**config.mk**
```make
export PLATFORM = sky130hd
export DESIGN_NAME = tri_bus_arbiter_flat
export DESIGN_NICKNAME = d
export VERILOG_FILES = /design/src/rtl/tri_bus_arbiter_if.sv /design/src/rtl/tri_bus_arbiter.sv /design/src/flat_wrapper.sv
export SDC_FILE = /design/constraint.sdc
export NUM_CORES = 1
export LEC_CHECK = 0
export CAP_MARGIN = 20
export CORE_UTILIZATION = 50
export DETAILED_ROUTE_END_ITERATION = 8
export DONT_BUFFER_PORTS = 1
export HOLD_SLACK_MARGIN = 0.15
export RECOVER_POWER = 100
export SYNTH_ARGS = -nofsm -noshare
export SYNTH_HDL_FRONTEND = slang
export SYNTH_SLANG_ARGS = --single-unit
```
**constraint.sdc**
```tcl
create_clock -name clock -period 2.3 [get_ports clock]
set_input_delay 0.46 -clock clock [delete_from_list [all_inputs] [get_ports clock]]
set_output_delay 0.46 -clock clock [all_outputs]
set_load 0.01 [all_outputs]
```
**src/rtl/tri_bus_arbiter_if.sv**
```systemverilog
// Shared 4-bit tri-state bus control signals: requests in, one-hot grant and status out.
interface tri_bus_arbiter_if;
  logic [3:0] req;
  logic [3:0] gnt;
  logic [1:0] owner;
  logic       bus_busy;
  logic       timeout;

  // Requesters drive req; the arbiter drives everything else.
  modport master (output req, input gnt, owner, bus_busy, timeout);
  modport slave  (input req, output gnt, owner, bus_busy, timeout);
endinterface

```
**src/rtl/tri_bus_arbiter.sv**
```systemverilog
// Round-robin arbiter for a shared tri-state bus with bounded tenure and
// a dead turnaround gap between owners so drivers never overlap.
module tri_bus_arbiter #(
  parameter int unsigned N_REQ       = 4,
  parameter int unsigned MAX_HOLD    = 8,
  parameter int unsigned TURN_CYCLES = 1
) (
  input  logic              clock,
  input  logic              clear_n,
  tri_bus_arbiter_if.slave  bus
);

  localparam int unsigned IDX_W  = $clog2(N_REQ);
  localparam int unsigned HOLD_W = 8;
  localparam int unsigned TURN_W = 4;

  typedef enum logic [1:0] {IDLE, GRANT, TURN} state_t;

  state_t              state_q, state_nxt;
  logic [N_REQ-1:0]    gnt_q, gnt_nxt;
  logic [IDX_W-1:0]    owner_q, owner_nxt;
  logic [IDX_W-1:0]    last_q, last_nxt;
  logic [HOLD_W-1:0]   hold_q, hold_nxt;
  logic [TURN_W-1:0]   turn_q, turn_nxt;
  logic                timeout_q, timeout_nxt;

  logic                found;
  logic [IDX_W-1:0]    winner;
  logic [IDX_W-1:0]    idx;
  logic                arb;

  // Search starts just past the last owner; IDX_W-bit addition wraps mod N_REQ.
  always_comb begin
    found  = 1'b0;
    winner = '0;
    idx    = '0;
    for (int k = 1; k <= int'(N_REQ); k++) begin
      idx = last_q + IDX_W'(k);
      if (!found && bus.req[idx]) begin
        found  = 1'b1;
        winner = idx;
      end
    end
  end

  // NOTE: every output of this block gets a default first, so no path leaves
  // a variable unassigned and no latch is inferred.
  always_comb begin
    state_nxt   = state_q;
    gnt_nxt     = gnt_q;
    owner_nxt   = owner_q;
    last_nxt    = last_q;
    hold_nxt    = hold_q;
    turn_nxt    = turn_q;
    timeout_nxt = 1'b0;
    arb         = 1'b0;

    unique case (state_q)
      IDLE: arb = 1'b1;
      GRANT: begin
        if (!bus.req[owner_q]) begin
          state_nxt = TURN;
          gnt_nxt   = '0;
          turn_nxt  = TURN_W'(TURN_CYCLES);
        end else if (hold_q >= HOLD_W'(MAX_HOLD)) begin
          state_nxt   = TURN;
          gnt_nxt     = '0;
          turn_nxt    = TURN_W'(TURN_CYCLES);
          timeout_nxt = 1'b1;
        end else begin
          hold_nxt = hold_q + HOLD_W'(1);
        end
      end
      TURN: begin
        if (turn_q <= TURN_W'(1)) arb = 1'b1;
        else                      turn_nxt = turn_q - TURN_W'(1);
      end
      default: state_nxt = IDLE;
    endcase

    // Arbitration edge: shared by IDLE and the final turnaround cycle.
    if (arb) begin
      turn_nxt = '0;
      gnt_nxt  = '0;
      if (found) begin
        state_nxt       = GRANT;
        gnt_nxt[winner] = 1'b1;
        owner_nxt       = winner;
        last_nxt        = winner;
        hold_nxt        = HOLD_W'(1);
      end else begin
        state_nxt = IDLE;
      end
    end
  end

  // NOTE: sequential state uses non-blocking assignments so every register
  // samples pre-edge values regardless of statement order.
  always_ff @(posedge clock or negedge clear_n) begin
    if (!clear_n) begin
      state_q   <= IDLE;
      gnt_q     <= '0;
      owner_q   <= '0;
      last_q    <= IDX_W'(N_REQ - 1);
      hold_q    <= '0;
      turn_q    <= '0;
      timeout_q <= 1'b0;
    end else begin
      state_q   <= state_nxt;
      gnt_q     <= gnt_nxt;
      owner_q   <= owner_nxt;
      last_q    <= last_nxt;
      hold_q    <= hold_nxt;
      turn_q    <= turn_nxt;
      timeout_q <= timeout_nxt;
    end
  end

  assign bus.gnt      = gnt_q;
  assign bus.owner    = owner_q;
  assign bus.bus_busy = |gnt_q;
  assign bus.timeout  = timeout_q;

endmodule

```
**src/flat_wrapper.sv**
```systemverilog
// flat-port wrapper written by rule: the top's interface ports become plain ports
module tri_bus_arbiter_flat 
#(
  parameter int unsigned N_REQ       = 4,
  parameter int unsigned MAX_HOLD    = 8,
  parameter int unsigned TURN_CYCLES = 1
)
  (clock, clear_n, bus_req, bus_gnt, bus_owner, bus_bus_busy, bus_timeout);
  tri_bus_arbiter_if bus_i ();
  input  logic clock;
  input  logic clear_n;
  input wire logic [$bits(bus_i.req)-1:0] bus_req;
  output wire logic [$bits(bus_i.gnt)-1:0] bus_gnt;
  output wire logic [$bits(bus_i.owner)-1:0] bus_owner;
  output wire logic [$bits(bus_i.bus_busy)-1:0] bus_bus_busy;
  output wire logic [$bits(bus_i.timeout)-1:0] bus_timeout;
  assign bus_i.req = bus_req;
  assign bus_gnt = bus_i.gnt;
  assign bus_owner = bus_i.owner;
  assign bus_bus_busy = bus_i.bus_busy;
  assign bus_timeout = bus_i.timeout;
  tri_bus_arbiter #(.N_REQ(N_REQ), .MAX_HOLD(MAX_HOLD), .TURN_CYCLES(TURN_CYCLES)) u_core (.clock(clock), .clear_n(clear_n), .bus(bus_i));
endmodule
```
# Word level (Yosys, flattened, before mapping)
# Cells that the tools add are included.
dict set report word_totals {
  wordCells 88
  reg_bits 23
}
dict set report op_classes {
  muxes 45
  reduce_logical 16
  eq_ne 6
  magnitude_cmp 9
  add_sub_neg 5
}
# operator n
set ops {}
lappend ops {{8-bit 2-to-1 mux} 5}
lappend ops {{4-bit 2-to-1 mux} 9}
lappend ops {{2-bit by 3-bit < comparator with 1-bit output (second input constant)} 6}
lappend ops {{1-bit 2-to-1 mux} 15}
lappend ops {{2-bit 2-to-1 mux} 7}
lappend ops {{1-bit binary-select mux with 2-bit select} 5}
lappend ops {{8-bit by 1-bit adder with 8-bit output (second input constant)} 1}
lappend ops {{8-bit by 4-bit >= comparator with 1-bit output (second input constant)} 1}
lappend ops {{4-bit one-hot mux with 2 select lines} 1}
lappend ops {{3-bit by 2-bit inequality test with 1-bit output (second input constant)} 2}
lappend ops {{2-bit AND reduction} 3}
lappend ops {{2-bit adder (second input constant)} 2}
lappend ops {{4-bit by 1-bit less-or-equal comparator with 1-bit output (second input constant)} 1}
lappend ops {{1-bit logical AND} 4}
lappend ops {{4-bit by 3-bit inequality test with 1-bit output (second input constant)} 1}
lappend ops {{2-bit one-hot mux with 2 select lines} 1}
lappend ops {{4-bit OR reduction} 1}
lappend ops {{4-bit by 1-bit subtractor with 4-bit output (second input constant)} 1}
lappend ops {{1-bit zero test} 3}
lappend ops {{3-bit AND reduction} 1}
lappend ops {{3-bit nonzero test} 1}
lappend ops {{2-bit by 1-bit adder with 2-bit output (second input constant)} 1}
lappend ops {{1-bit demux with 2-bit select} 1}
lappend ops {{2-bit by 1-bit == test with 1-bit output (second input constant)} 1}
lappend ops {{7 further kinds} 7}

# Depth between registers and ports, before layout
# Gate-level depths: netlist of the first run.
dict set report depth {
  depth_word 19
  mapped_depth 7
  ltp_nobuf 6
}

# Worst setup path before layout of the first run
# No wires, ideal clock.
dict set report synth_path {
  path_type {register -> register}
  start {register u_core.turn_q[0]}
  end {register u_core.gnt_q[1] (netlist: u_core.bus.gnt[1])}
  path_stages_with_launch 8
  setup_time_ps 101
  path_buffers 1
  t_arrival_ps 1692
  slack_ps 508
  synth_period_minus_slack_ps 1792
  cell_sequence {dfrtp_1 inv_1 ha_1 nor2_1 o31a_1 or3_1 buf_6 o32ai_1}
}
dict set report synth_via {
  elab_chain_len 5
}
# element line_no
set synth_lines {}
lappend synth_lines {{from (decl)} tri_bus_arbiter.sv:24} ;# logic [TURN_W-1:0] turn_q, turn_nxt;
lappend synth_lines {{from (signal assigned)} tri_bus_arbiter.sv:114} ;# turn_q <= turn_nxt;
lappend synth_lines {{4-bit by 1-bit less-or-equal comparator with 1-bit output *} tri_bus_arbiter.sv:75} ;# if (turn_q <= TURN_W'(1)) arb = 1'b1;
lappend synth_lines {{1-bit 2-to-1 mux *} tri_bus_arbiter.sv:75}
lappend synth_lines {{1-bit one-hot mux with 2 select lines *} tri_bus_arbiter.sv:58} ;# unique case (state_q)
lappend synth_lines {{3-bit by 2-bit inequality test with 1-bit output (no line) / 2-bit nonzero test (equally long branches)} n/a}
lappend synth_lines {{2-bit AND reduction (no line)} n/a}
lappend synth_lines {{to (signal assigned)} tri_bus_arbiter.sv:110} ;# gnt_q <= gnt_nxt;
lappend synth_lines {{to (decl)} tri_bus_arbiter.sv:20} ;# logic [N_REQ-1:0] gnt_q, gnt_nxt;
# Every way passes the cells marked *; elsewhere a longest branch is shown, timed or not.
# A chain may end at the register's enable or synchronous reset.

# Worst setup path after layout of the first run
# Ends and elaborated chain as after synthesis.

==> results of run 1 <==
kinds of logic (layout without fill, tap and decap cells):
group	count (synthesis)	after routing	share of synthesized area, %
XOR/XNOR	1	1	0.735
flip-flops	23	23	48.5
buffers and inverters	15	21	5.46
adder cells (fa/ha/maj)	4	4	4.20
multiplexers	8	8	8.09
AND/OR/NAND/NOR	30	30	15.9
AO/OA/AOI/OAI	27	27	17.1
per-stage QoR:
| step | hold slack [ns] | total power, W | cells | area [um2] | utilization (%) |
|---|---|---|---|---|---|
| floorplan | 0.164 | 0.00122 | 108 | 1190 | - |
| global placement | 0.165 | 0.00134 | 136 | 1220 | 54.8 |
| detailed placement | 0.165 | 0.00137 | 136 | 1220 | 54.8 |
| CTS | 0.508 | 0.00156 | 141 | 1260 | 56.5 |
| global route | 0.446 | 0.00167 | 142 | 1260 | 56.5 |
| finish | 0.455 | 0.00155 | 142 | 1260 | 56.5 |
synth_stat cells (2+ instances only):
cell type | n | area share (%)
a21oi_1 | 4 | 1.7
a32o_1 | 2 | 1.7
and2_1 | 3 | 1.6
dfrtp_1 | 21 | 44
dfstp_2 | 2 | 4.4
ha_1 | 4 | 4.2
inv_1 | 13 | 4.1
mux2_1 | 2 | 1.9
mux2i_1 | 4 | 3.4
nand2_1 | 7 | 2.2
nor2_1 | 7 | 2.2
nor2b_1 | 2 | 1.1
o21ai_0 | 5 | 2.1
o22ai_1 | 2 | 1.1
o32ai_1 | 3 | 2.2
or3_1 | 2 | 1.1
final cells by class:
class	instances	area, um2	share of cell area (%)
Multi-Input combinational cell	70	548	43.4
Tap cell	28	35.0	2.78
Timing Repair Buffer	4	25.0	1.98
Inverter	13	48.8	3.87
Sequential cell	23	578	45.8
Clock buffer	3	22.5	1.78
Clock inverter	1	5.00	0.396
worst max-delay path, delay by kind of cell (launching register included):
family / cells / cell delay [ns]
AO/OA/AOI/OAI: 2 / 0.60
AND/OR/NAND/NOR: 2 / 0.56
flip-flops: 1 / 0.44
buffers and inverters: 1 / 0.08
adder cells (fa/ha/maj): 1 / 0.18
path summary, 6_finish.rpt:
path,start,endpoint,slack [ns],depth (start not counted)
worst max-delay path,u_core.turn_q[0]$_DFFE_PN0P_,u_core.bus.gnt[1]$_DFFE_PN0P_,0.34,6
worst min-delay path,clear_n,u_core.turn_q[0]$_DFFE_PN0P_,0.46,1
worst max register to register,u_core.turn_q[0]$_DFFE_PN0P_,u_core.bus.gnt[1]$_DFFE_PN0P_,0.34,6
worst min register to register,u_core.hold_q[2]$_DFF_PN0_,u_core.hold_q[2]$_DFF_PN0_,0.56,2
max in group asynchronous,clear_n,u_core.bus.gnt[1]$_DFFE_PN0P_,0.68,2
min in group clock,bus_req[1],u_core.hold_q[4]$_DFF_PN0_,0.50,3
registers in the layout, indices dropped and copies added (netlist names):
register            cells
u_core.bus.timeout      1
u_core.bus.gnt          4
u_core.turn_q           4
u_core.hold_q           8
u_core.bus.owner        2
u_core.last_q           2
u_core.state_q          2
report_power, final:
part | total (W) | internal [W] | switching (W)
Sequential | 0.000683 | 0.000530 | 0.000153
Clock | 0.000194 | 0.0000650 | 0.000129
Combinational | 0.000676 | 0.000309 | 0.000368
Total | 0.00155 | 0.000904 | 0.000649
what timing repair did:
action,4_1_cts,5_1_grt
hold buffers,1,0
hold endpoints to repair,23,0
buffers inserted,0,0
setup endpoints to repair,0,0
metal layers:
layer | part of all wire (%) | global-route usage (%) | vias to the layer above
met4 | 0.46 | 9.72 | 0
met2 | 46 | 28.2 | 17
met3 | 3.9 | 3.87 | 2
met5 | 0 | 0 | -
li1 | - | - | 404
met1 | 50 | 27.3 | 397
==> results.tsv, run 1 <==
metric	value	unit
status	completed	
drt pass-1 iters	4	
GRT Util Overall	19.3	%
Net Count, Synth	118	
Max Cap Viol	0	
Seq/Total Area, Yosys	48.5	%
area of the die	2580	um2
Final Wtd Congestion	0.867	
Synth warnings	0	
PwrDens	1230	nW/um2
Antenna Nets Post-Route	0	
period utilization	85.2	%
Rows	17	
Die X	50.8	um
clock latency on the worst-skew pair	0.31	ns
vias in the first global route	803	
global-route wire length before repair	3630	um
RSZ-0062 raised after global routing	false	
Worst Path Arrival	2.18	ns
worst path cell trace	inv_1, ha_1, nor2_1, o31a_1, or3_1, o32ai_1	
clock buffer depth	2	
max-slew violations	0	
CTS tree	built	
DR DRC count	0	
Setup Skew	0.00716	ns
layout cell share with drive strength beyond 1	13.2	%
clk sinks	23	
die height	50.8	um
post-synthesis cell count	108	
CTS Buf Count	3	
Core ar.	2230	um2
Post-Route WL	2170	um
min Tclk post-route	1.96	ns
final setup violation count	0	
crit-path max cell delay	0.49	ns
DP Worst Slack	0.363	ns
Worst VDD drop	831	uV
iteration-0 DRC count of the detailed router	6	
Port Buf Inserts	0	
Crit Path Class	register to register	
nets@finish	125	
most frequent cells in the layout	dfrtp_1, inv_1, nor2_1, nand2_1, o21ai_0	
Resized cells post-CTS	0	
Seq cells post-synth	23	
Ports	14	
Post-synth EDFFs	0	
post-synthesis cell area	1190	um2
CP endpoint kind	register	
crit start category	register	
post-DP HPWL	1570	um
Initial Utilization	53.3	%
setup TNS	0	ns
most common cell after layout, fill and taps aside	dfrtp_1	
slew margin rel.	36.3	%
Hold Crit Class	input port to asynchronous set/reset pin	
Syn Area/Cell	11.0	um2
Final Hold Fails	0	
via count	820	
fmax	0.510	GHz
Worst EP required	2.52	ns
most used flip-flop cell after synthesis	dfrtp_1	
fillcell total	209	
Slowest-stage cell, CP	or3_1	
initial antenna violation count	0	
crit path max fanout	8	
Root Driver	clkbuf_4	
largest net degree at the start of global routing	24	
Vias/cell	5.77	
Async SR Flop Fraction	100	%
Worst-path clk slew	0.13	ns
synth unique cells	41	
worst slew pin tran	0.956	ns
GRT Residual Overflow	0	
Leakage	0.580	nW
fin worst setup slack	0.340	ns
number of diodes	0	
Synth-to-Final Area Change	5.99	%
H-tree level count	1	
DR WL/cell	15.3	um
Note: power is estimated with default switching activity, not from simulation.
==> run 2: changes to the inputs <==
REMOVE_ABC_BUFFERS = 1   (was not set)
SETUP_SLACK_MARGIN = 0.1   (was not set)
==> run 2 against run 1 <==
- core utilization unchanged
- sequential share of layout area unchanged
- global-route usage increased by 1.3 points
- flip-flop and latch count unchanged
- die area unchanged
- sequential power about the same
- fmax about the same
- via count increased by 2.1%
- clock skew increased by 0.0023 ns
- non-clock buffer count unchanged
- wire length increased by 1.4%
- clock power decreased by 2%
- critical endpoint is now u_core.last_q[0]$_DFFE_PN1P_
==> results.tsv, run 2 (synthesized netlist as in run 1, its figures left out) <==
metric	value	unit	change
crit-path max cell delay	0.40	ns	-0.09 ns
initial antenna violation count	0		unchanged
via count	837		+2.1%
die height	50.8	um	unchanged
Clk pwr share	12.2	%	-0.3 points
DR DRC count	0		unchanged
Internal	0.000904	W	about the same
setup TNS	0	ns	unchanged
Die X	50.8	um	unchanged
number of diodes	0		unchanged
max-slew violations	0		unchanged
Crit Path Class	register to register		
fmax	0.511	GHz	about the same
Reg power frac	44.2	%	+0.2 points
clock latency on the worst-skew pair	0.31	ns	about the same
clk sinks	23		unchanged
Worst EP required	2.54	ns	+0.02 ns
CTS tree	built		
Vias/cell	5.89		+2.1%
drt pass-1 iters	4		unchanged
Final Hold Fails	0		unchanged
crit start category	register		
Combinational Power Share	43.5	%	about the same
most common cell after layout, fill and taps aside	dfrtp_1		
Post-Route WL	2200	um	+1.4%
Rows	17		unchanged
Core ar.	2230	um2	unchanged
postcts setup bufs	0		unchanged
Worst VDD drop	696	uV	-16%
Slowest-stage cell, CP	dfrtp_1		
PwrDens	1230	nW/um2	-0.17%
nets@finish	125		unchanged
most frequent cells in the layout	dfrtp_1, inv_1, nor2_1, nand2_1, o21ai_0		
RSZ-0062 raised after global routing	false		
Initial Utilization	53.3	%	unchanged
iteration-0 DRC count of the detailed router	26		+20
fillcell total	205		-1.9%
H-tree level count	1		unchanged
Worst Path Arrival	2.20	ns	+0.02 ns
DR WL/cell	15.5	um	+1.4%
period utilization	85.2	%	about the same
status	completed		
Final Instance Area	1260	um2	unchanged
CP endpoint kind	register		
layout cell share with drive strength beyond 1	13.2	%	unchanged
worst slew pin tran	0.939	ns	-0.0166 ns
Max Cap Viol	0		unchanged
Antenna Nets Post-Route	0		unchanged
Final Wtd Congestion	0.861		-0.69%
CTS Buf Count	3		unchanged
final setup violation count	0		unchanged
Placed Instance Area	1220	um2	unchanged
min Tclk post-route	1.96	ns	-0.00146 ns
GRT Residual Overflow	0		unchanged
Sw Ratio	41.7	%	-0.084 points
area of the die	2580	um2	unchanged
GRT Util Overall	20.6	%	+1.3 points
Synth-to-Final Area Change	5.99	%	unchanged
crit path max fanout	6		-2
R2R cell count	7		+1
clock buffer depth	2		unchanged
Top reg by flops	u_core.hold_q		
Ports	14		unchanged
Setup Skew	0.00950	ns	+0.00234 ns
Port Buf Inserts	0		unchanged
worst path cell trace	inv_1, ha_1, nor2_1, o31a_1, nor3_4, clkbuf_1, mux2i_1		
Worst-path clk slew	0.13	ns	about the same
Hold Crit Class	input port to asynchronous set/reset pin		
global-route wire length before repair	3930	um	+8.2%
vias in the first global route	880		+9.6%
slew margin rel.	37.4	%	+1.1 points
Largest register FFs	8		unchanged
post-DP HPWL	1620	um	+3.0%
largest net degree at the start of global routing	24		unchanged
Net Switching	0.000647	W	-0.37%
Leakage	0.581	nW	+0.18%
Root Driver	clkbuf_4		
[run 2: worst max-delay path, delay by kind of cell, from the launching register on]
family | cells | cell delay [ns]
buf+inv | 2 | 0.41
flops | 1 | 0.40
simple gates | 2 | 0.35
compound gates | 1 | 0.30
mux | 1 | 0.24
fa+ha+maj | 1 | 0.19
[run 2: path summary, 6_finish.rpt]
path                                               from                            end  slack (ns)
max                        u_core.turn_q[1]$_DFFE_PN0P_   u_core.last_q[0]$_DFFE_PN1P_        0.34
min                                             clear_n  u_core.state_q[1]$_DFFE_PN0P_        0.46
max reg2reg                u_core.turn_q[1]$_DFFE_PN0P_   u_core.last_q[0]$_DFFE_PN1P_        0.34
min reg2reg                u_core.turn_q[0]$_DFFE_PN0P_   u_core.turn_q[0]$_DFFE_PN0P_        0.56
max in group asynchronous                       clear_n     u_core.hold_q[2]$_DFF_PN0_        0.68
min in group clock                           bus_req[1]     u_core.hold_q[4]$_DFF_PN0_        0.50
[run 2: timing repair]
item / CTS / global route
hold buffers: 1 / 0
gates resized for setup: 0 / 0
hold endpoints to repair: 23 / 0
[run 2: area by class of cell]
cell class / count / area, um2 / area share, %
Clock buffer: 3 / 22.5 / 1.78
Clock inverter: 1 / 5.00 / 0.396
Inverter: 13 / 48.8 / 3.87
Multi-Input combinational cell: 70 / 548 / 43.4
Sequential cell: 23 / 578 / 45.8
Tap cell: 28 / 35.0 / 2.78
Timing Repair Buffer: 4 / 25.0 / 1.98
[run 2: routing by layer]
metal | vias to the layer above | part of all wire [%] | track usage (%)
li1 | 402 | - | -
met1 | 407 | 47 | 27.0
met2 | 26 | 47 | 34.0
met3 | 2 | 5.0 | 6.25
met4 | 0 | 0.50 | 4.17
met5 | - | 0 | 0
[run 2: stage by stage]
| step | hold slack [ns] | total power (W) | setup slack [ns] | instances | util, % |
|---|---|---|---|---|---|
| global route | 0.456 | 0.00168 | 0.147 | 142 | 56.5 |
| global placement | 0.165 | 0.00134 | 0.444 | 136 | 54.8 |
| finish | 0.457 | 0.00155 | 0.341 | 142 | 56.5 |
| floorplan | 0.164 | 0.00119 | 0.537 | 106 | - |
| detailed placement | 0.165 | 0.00137 | 0.371 | 136 | 54.8 |
| CTS | 0.499 | 0.00157 | 0.351 | 141 | 56.5 |
[run 2: power by group through the flow]
stage / Combinational [W] / Sequential [W] / Clock [W]
floorplan: 0.000535 / 0.000654 / 0
global placement: 0.000657 / 0.000687 / 0
detailed placement: 0.000676 / 0.000692 / 0
CTS: 0.000689 / 0.000684 / 0.000202
global route: 0.000768 / 0.000709 / 0.000205
finish: 0.000675 / 0.000686 / 0.000190
